File: src/rtl/fix_pkg.sv
// Shared state encoding and ASCII constants for the FIX checksum sequencer.
package fix_pkg;

  typedef enum logic [3:0] {
    IDLE, START_EQ, BODY, TAG1, TAG0, TAG_EQ, DIG, TERM, REPORT
  } chk_state_t;

  localparam logic [7:0] ASC_8   = 8'h38;
  localparam logic [7:0] ASC_EQ  = 8'h3D;
  localparam logic [7:0] ASC_1   = 8'h31;
  localparam logic [7:0] ASC_0   = 8'h30;
  localparam logic [7:0] ASC_9   = 8'h39;
  localparam logic [7:0] SOH_DEF = 8'h01;

  function automatic logic is_digit(input logic [7:0] b);
    return (b >= ASC_0) && (b <= ASC_9);
  endfunction

endpackage

File: src/rtl/fix_sum_accum.sv
// Mod-256 running byte sum with a snapshot register loaded at field delimiters.
module fix_sum_accum (
  input  logic       clk,
  input  logic       rst,
  input  logic       clr,
  input  logic       en,
  input  logic       snap_en,
  input  logic [7:0] data,
  output logic [7:0] sum,
  output logic [7:0] snap
);

  always_ff @(posedge clk or posedge rst) begin
    if (rst) begin
      sum  <= '0;
      snap <= '0;
    end else begin
      // clr together with en starts a fresh sum at the current byte
      if (clr)     sum <= en ? data : 8'h00;
      else if (en) sum <= sum + data;
      if (snap_en) snap <= sum + data;
    end
  end

endmodule

File: src/rtl/fix_chk_ctrl.sv
// Frames FIX messages, tracks the trailer checksum and holds a verdict until acknowledged.
module fix_chk_ctrl
  import fix_pkg::*;
#(
  parameter int         MAX_LEN = 4096,
  parameter logic [7:0] SOH     = SOH_DEF
) (
  input  logic       clk,
  input  logic       rst,
  input  logic [7:0] data_i,
  input  logic       valid_i,
  output logic       ready_o,
  input  logic       ack_i,
  output logic       chk_valid_o,
  output logic       chk_ok_o,
  output logic       err_fmt_o,
  output logic       err_len_o,
  output logic [7:0] chk_calc_o,
  output logic [9:0] chk_recv_o,
  output logic       in_msg_o
);

  localparam int LW = $clog2(MAX_LEN + 1);
  localparam logic [LW-1:0] MAX_L = LW'(MAX_LEN);

  // Handshake: a byte transfers on a clock edge where valid_i && ready_o;
  // ready_o is low only while a verdict is held, so input stalls then.
  chk_state_t    state;
  logic [LW-1:0] len;
  logic [1:0]    dcnt;
  logic [7:0]    sum, snap;
  logic          accept, sum_state, len_full;
  logic          acc_clr, acc_en, snap_en;
  logic [9:0]    recv_nxt;

  assign accept    = valid_i && ready_o;
  assign sum_state = state inside {START_EQ, BODY, TAG1, TAG0, TAG_EQ};
  assign len_full  = (len == MAX_L);
  assign recv_nxt  = chk_recv_o * 10'd10 + 10'(data_i[3:0]);

  always_comb begin
    acc_clr = 1'b0;
    acc_en  = 1'b0;
    snap_en = 1'b0;
    if (accept) begin
      if (state == IDLE) begin
        acc_clr = (data_i == ASC_8);
        acc_en  = (data_i == ASC_8);
      end else if (state == START_EQ) begin
        acc_clr = (data_i != ASC_EQ);
        acc_en  = (data_i == ASC_EQ) || (data_i == ASC_8);
      end else if (state inside {BODY, TAG1, TAG0}) begin
        acc_en = 1'b1;
      end else if (state == TAG_EQ) begin
        acc_en = (data_i != ASC_EQ);
      end
      snap_en = sum_state && (data_i == SOH);
    end
  end

  fix_sum_accum u_sum (
    .clk     (clk),
    .rst     (rst),
    .clr     (acc_clr),
    .en      (acc_en),
    .snap_en (snap_en),
    .data    (data_i),
    .sum     (sum),
    .snap    (snap)
  );

  always_ff @(posedge clk or posedge rst) begin
    if (rst) begin
      state       <= IDLE;
      len         <= '0;
      dcnt        <= '0;
      ready_o     <= 1'b1;
      chk_valid_o <= 1'b0;
      chk_ok_o    <= 1'b0;
      err_fmt_o   <= 1'b0;
      err_len_o   <= 1'b0;
      chk_calc_o  <= '0;
      chk_recv_o  <= '0;
      in_msg_o    <= 1'b0;
    end else if (state == REPORT) begin
      if (ack_i) begin
        state       <= IDLE;
        ready_o     <= 1'b1;
        chk_valid_o <= 1'b0;
        chk_ok_o    <= 1'b0;
        err_fmt_o   <= 1'b0;
        err_len_o   <= 1'b0;
      end
    end else if (accept) begin
      if (state != IDLE && len_full) begin
        state       <= REPORT;
        ready_o     <= 1'b0;
        chk_valid_o <= 1'b1;
        chk_ok_o    <= 1'b0;
        err_len_o   <= 1'b1;
        in_msg_o    <= 1'b0;
      end else begin
        if (state != IDLE) len <= len + 1'b1;
        case (state)
          IDLE: if (data_i == ASC_8) begin
            state    <= START_EQ;
            len      <= LW'(1);
            in_msg_o <= 1'b1;
          end
          START_EQ: begin
            if (data_i == ASC_EQ) state <= BODY;
            else if (data_i == ASC_8) len <= LW'(1);
            else begin
              state    <= IDLE;
              in_msg_o <= 1'b0;
            end
          end
          BODY: if (data_i == SOH) state <= TAG1;
          TAG1: begin
            if (data_i == ASC_1)    state <= TAG0;
            else if (data_i == SOH) state <= TAG1;
            else                    state <= BODY;
          end
          TAG0: begin
            if (data_i == ASC_0)    state <= TAG_EQ;
            else if (data_i == SOH) state <= TAG1;
            else                    state <= BODY;
          end
          TAG_EQ: begin
            if (data_i == ASC_EQ) begin
              state      <= DIG;
              chk_calc_o <= snap;
              chk_recv_o <= '0;
              dcnt       <= '0;
            end else if (data_i == SOH) state <= TAG1;
            else                        state <= BODY;
          end
          DIG: begin
            if (is_digit(data_i)) begin
              chk_recv_o <= recv_nxt;
              dcnt       <= dcnt + 2'd1;
              if (dcnt == 2'd2) state <= TERM;
            end else begin
              state       <= REPORT;
              ready_o     <= 1'b0;
              chk_valid_o <= 1'b1;
              chk_ok_o    <= 1'b0;
              err_fmt_o   <= 1'b1;
              in_msg_o    <= 1'b0;
            end
          end
          TERM: begin
            state       <= REPORT;
            ready_o     <= 1'b0;
            chk_valid_o <= 1'b1;
            chk_ok_o    <= (data_i == SOH) && (chk_recv_o == {2'b00, chk_calc_o});
            err_fmt_o   <= (data_i != SOH);
            in_msg_o    <= 1'b0;
          end
          default: state <= IDLE;
        endcase
      end
    end
  end

endmodule
File: config.mk
export PLATFORM = sky130hd
export DESIGN_NAME = fix_chk_ctrl
export DESIGN_NICKNAME = d
export VERILOG_FILES = /design/src/rtl/fix_pkg.sv /design/src/rtl/fix_sum_accum.sv /design/src/rtl/fix_chk_ctrl.sv
export SDC_FILE = /design/constraint.sdc
export NUM_CORES = 1
export LEC_CHECK = 0
export BUFFER_PORTS_ARGS = -buffer_cell sky130_fd_sc_hd__buf_2
export CORE_ASPECT_RATIO = 1.25
export CORE_MARGIN = 1
export CORE_UTILIZATION = 34
export DETAILED_ROUTE_END_ITERATION = 6
export GPL_TIMING_DRIVEN = 0
export PLACE_DENSITY = 0.57
export RECOVER_POWER = 25
export SLEW_MARGIN = 20
export SYNTH_ARGS = -nofsm -noshare
export SYNTH_HDL_FRONTEND = slang
export SYNTH_SLANG_ARGS = --single-unit
File: constraint.sdc
create_clock -name clk -period 3 [get_ports clk]
set_clock_uncertainty 0.15 [all_clocks]
set_input_delay 0.15 -clock clk [delete_from_list [all_inputs] [get_ports clk]]
set_output_delay 0.15 -clock clk [all_outputs]
set_load 0.02 [all_outputs]
== Word-level counts from Yosys, hierarchy flattened ==
Index checks and enable logic that the tools add are counted.
W data, S select, Z words.
Storage, ports and cells
  register bits after elaboration: 59
  output and inout bits: 24
  input bits: 12
  logic and storage cells: 144
Cells by class
  order comparisons: 2
  mux-type cells: 65
  bitwise operators: 2
  multipliers: 1
  add/subtract/negate cells: 4
  equality and inequality tests: 32
  reduce and logical (&&, ||, !) cells: 25
Operator list (count)
  $mux W4: 10
  $mux W13: 3
  $mux W1: 33
  $eq A8 B6 Y1 const B: 4
  $pmux W4 S8: 1
  $pmux W13 S2: 1
  $mux W8: 3
  $mux W10: 2
  $pmux W10 S2: 1
  $eq A4 B3 Y1 const B: 4
  $add A13 B1 Y13 const B: 1
  $eq A13 B13 Y1 const B: 1
  $reduce_and A6 Y1: 2
  $add A10 B4 Y10: 1
  $eq A10 B8 Y1: 1
  $mul A10 B3 Y9 const B: 1
  $reduce_and A5 Y1: 2
  $reduce_bool A5 Y1: 2
  $mux W3: 3
  $add A8 B8 Y8: 1
  $eq A4 B2 Y1 const B: 2
  $eq A8 B1 Y1 const B: 1
  $ge A8 B6 Y1 const B: 1
  $le A8 B6 Y1 const B: 1
  other kinds (28): 49

== Logic depth before layout (Yosys ltp) ==
  depth after elaboration: 8
  depth in mapped cells: 10
  mapped depth without buffers: 9

== Modules after synthesis ==
A second synthesis with hierarchy kept.
Second synthesis, totals
  cell total of the unflattened synthesis: 406
  area, all modules: 3896.2 µm²
Modules (own cells, without submodules)
  fix_chk_ctrl: cells each 314, area an instance 2900.3 µm², sequential area each 1077.3 µm², instances 1
  fix_sum_accum: cells each 92, area an instance 996.0 µm², sequential area each 400.4 µm², instances 1

== Least setup slack after synthesis ==
No wires, ideal clock.
  kind: register -> register
  start point: reg chk_recv_o[1]
  end point: reg chk_recv_o[9]
  data required time: 2.728 ns
  library setup time: 0.122 ns
  slack: 0.324 ns
  period minus slack after synthesis: 2.676 ns
  path buffers: 0
  cell stages (with the launch flop): 10
  arrival time: 2.405 ns
  path through: dfrtp_1 ha_1 ha_1 fa_1 a21o_1 a21oi_1 xnor2_1 nand3b_1 xnor2_1 a32o_1
On the way
  cells in the longest elaborated chain, start to end: 4
Ends and longest elaborated chain
  start, declared: line fix_chk_ctrl.sv:19  | output logic [9:0] chk_recv_o,
  start signal, assigned: line fix_chk_ctrl.sv:140  | chk_recv_o <= recv_nxt;
  $mul A10 B3 Y9: line fix_chk_ctrl.sv:39  | assign recv_nxt = chk_recv_o * 10'd10 + 10'(data_i[3:0]);
  $add A10 B4 Y10: line fix_chk_ctrl.sv:39
  $mux W10: line fix_chk_ctrl.sv:139  | if (is_digit(data_i)) begin
  $pmux W10 S2: line fix_chk_ctrl.sv:104  | case (state)
No other way between the ends. The select of a mux whose other input is x is not followed.
A chain may end at the register's enable or synchronous reset.

== Final worst setup path ==
Same ends and word-level chain as after synthesis.

==> flow_summary.ini <==
[power]
power.share.clock_pct = 39.5
leakagePower_nw = 2.14
irDropWorstVdd_uv = 284
powerDensity_nw_per_um2 = 631
power.switching_w = 0.000916
p_int_w = 0.00192
p_sw_share_pct = 32.3
power_frac_comb_pct = 25.7
seqPwrFrac_pct = 34.9

[clock_tree]
clockBufferDepth = 2
clk_latency_ns = 0.33
clkSinkCount = 59
cts_resized = 0
cts_setup_buffers = 0
cts_hold_buf = 1
cts_tree = done
clk_pin_slew_ns = 0.06
cts_root_buf = clkbuf_16
htree_levels = 3
cts_buffers = 9

[synthesis]
muxShareOfSynthArea_pct = 5.25
synthAdderAreaFrac_pct = 9.44
ys_warn_count = 0
synth.area.top_cells = dfrtp_1, ha_1, xor2_1
synth_compound_gate_area_share_pct = 13.8
synth_top_family_by_area = simple AND/OR/NAND/NOR gates
synth_top_area_share_pct = 38.0
synth-xor-area-share_pct = 8.26
synth_area_um2 = 3820
synth_nets = 423
synth_edf_count = 0
yosys.area_share.simple_pct = 21.3
netlist_instances = 384
ys_ff_latch = 59
async_flop_share_pct = 100
syn_avg_cell_area_um2 = 9.94
yosysUniqueCellTypes = 63
seq_area_frac_synth_pct = 38.7
synth_top_area_cell = dfrtp_1
synth_top_flop_cell = dfrtp_1

[final_layout]
areaGrowthSynthToFinish_pct = 17.9
fin_nets = 471
layout_common_cells = dfrtp_1, buf_2, nand2_1, o21ai_0, nor2_1
final_util_pct = 41.8
layout_commonest_cell = dfrtp_1
antenna_cells = 0
drive_gt1_share_pct = 22.4

[sta]
finalHoldViolations = 0
max_freq_mhz = 359
tns_ns = 0
final_max_slew_viol_count = 0
period_minus_slack_ns = 2.78
period_share_pct = 92.7
tightest_slew_ns = 1.32
slew_headroom_pct = 11.4
rsz0062_at_grt = false
finalSetupViolCount = 0

[global_routing]
grt_pass1_wl_um = 15200
grt_max_degree = 32
antenna_found_initial = 0
grt_pass1_vias = 3064
grt_usage_pct = 16.4
gr-total-overflow = 0

[die]
start_util_pct = 35.4
dieArea_um2 = 11700
core_region_area_um2 = 10800
io_pins = 36
fp.dieH_um = 120
dieWidth_um = 96.8
row_count = 42

[route]
drt-initial-drc-count = 107
drc_errors = 0
routedWlPerCell_um = 15.9
drt-vias-per-instance = 5.33
ant_nets = 0
via_count = 3032
wl_um = 9040
drt-pass1-iter-count = 5

[worst_setup_path]
crit_family = adder cells
crit_cells = 9
cp_num_buf_inv = 0
critPathLaunchType = register
cp_cell_sequence = ha_1 -> ha_1 -> fa_1 -> a21o_1 -> a21oi_1 -> xnor2_1 -> nand3b_1 -> xnor2_1 -> a32o_1
cp-end-kind = register
cp.required_ns = 3.07
crit_type = reg -> reg
cp_slowest_cell = dfrtp_1
cp.arrival_ns = 2.85
reg2reg_depth = 9
cp_max_fo = 6
critical-path-max-stage-delay_ns = 0.47

[placed_design]
place_congestion = 0.875
numPortBuffers = 35
hpwlAfterDp_um = 6750

[job]
drv_cap = 0

[run_status]
status = finished clean

[hold_path]
hold_depth = 3
hold_path.class = in -> reg
[registers in the layout (all words and copies together) (netlist names)]
signal	count
ready_o	1
err_len_o	1
chk_recv_o	10
state	4
chk_calc_o	8
u_sum.sum	8
err_fmt_o	1
in_msg_o	1
chk_valid_o	1
len	13
chk_ok_o	1
dcnt	2
u_sum.snap	8
[cell families after synthesis]
family	count (synthesis)
AOI/OAI and AO/OA	83
adders and majority gates	27
DFF	59
xor gates and xnor gates	36
and+or+nand+nor	136
muxes	18
buffers and inverters	25
[Yosys cell counts, types with 3 or more instances]
library cell,count
dfrtp_1,58
nand2_1,40
o21ai_0,31
nor2_1,28
ha_1,24
xor2_1,22
mux2_2,16
xnor2_1,14
a21oi_1,13
inv_1,13
nand3_1,12
nor4_1,8
buf_2,7
nor3_1,7
a32o_1,5
and3_1,5
nand4_1,5
a31oi_1,4
o21ai_1,4
a21o_1,3
a41oi_1,3
and4_1,3
fa_1,3
nand3b_1,3
nor2b_1,3
o21bai_1,3
or3_1,3
[metrics by stage]
stage | hold slack [ns] | instance area [um^2] | setup slack, ns | power [W] | std cells
2_1_floorplan | 0.193 | 3820 | 0.324 | 0.00153 | 384
3_3_place_gp | 0.315 | 4160 | 0.224 | 0.00172 | 551
3_5_place_dp | 0.0217 | 4180 | 0.241 | 0.00173 | 552
5_1_grt | 0.0618 | 4500 | 0.0685 | 0.00300 | 569
4_1_cts | 0.0293 | 4520 | 0.209 | 0.00287 | 569
6_report | 0.0389 | 4500 | 0.218 | 0.00284 | 569
[area by class of cell]
class,instances,area [um^2]
Fill cell,1058,6270
Clock buffer,9,225
Timing Repair Buffer,37,189
Sequential cell,59,1480
Inverter,13,50.0
Multi-Input combinational cell,300,2220
Tap cell,132,165
Clock inverter,7,101
Buffer,12,73.8
[layer usage]
layer	global-route usage, %	routed length [um]
met1	20.4	4130
met2	27.2	4360
met3	3.93	392
met4	7.09	155
met5	0	0
[power groups by stage]
| stage | Clock (W) | Combinational, W | Sequential (W) |
|---|---|---|---|
| floorplan | 0 | 0.000540 | 0.000992 |
| CTS | 0.00115 | 0.000736 | 0.000990 |
| global route | 0.00118 | 0.000817 | 0.00100 |
| detailed placement | 0 | 0.000731 | 0.00100 |
| global placement | 0 | 0.000718 | 0.000998 |
| finish | 0.00112 | 0.000729 | 0.000990 |
[worst paths after layout]
kind,start,endpoint,slack [ns]
worst max-delay path,chk_recv_o[1],chk_recv_o[9],0.22
worst min-delay path,ack_i,ready_o,0.04
worst max register to register,chk_recv_o[1],chk_recv_o[9],0.22
worst min register to register,u_sum.snap[1],u_sum.snap[1],0.33
max in group asynchronous,rst,len[2],0.90
min in group asynchronous,rst,chk_recv_o[5],0.49
[tightest hold or removal path: cells and delay by family]
family / cells / cell delay, ns
buf+inv: 1 / 0.09
simple gates: 2 / 0.24
(Power assumes the default switching activity.)
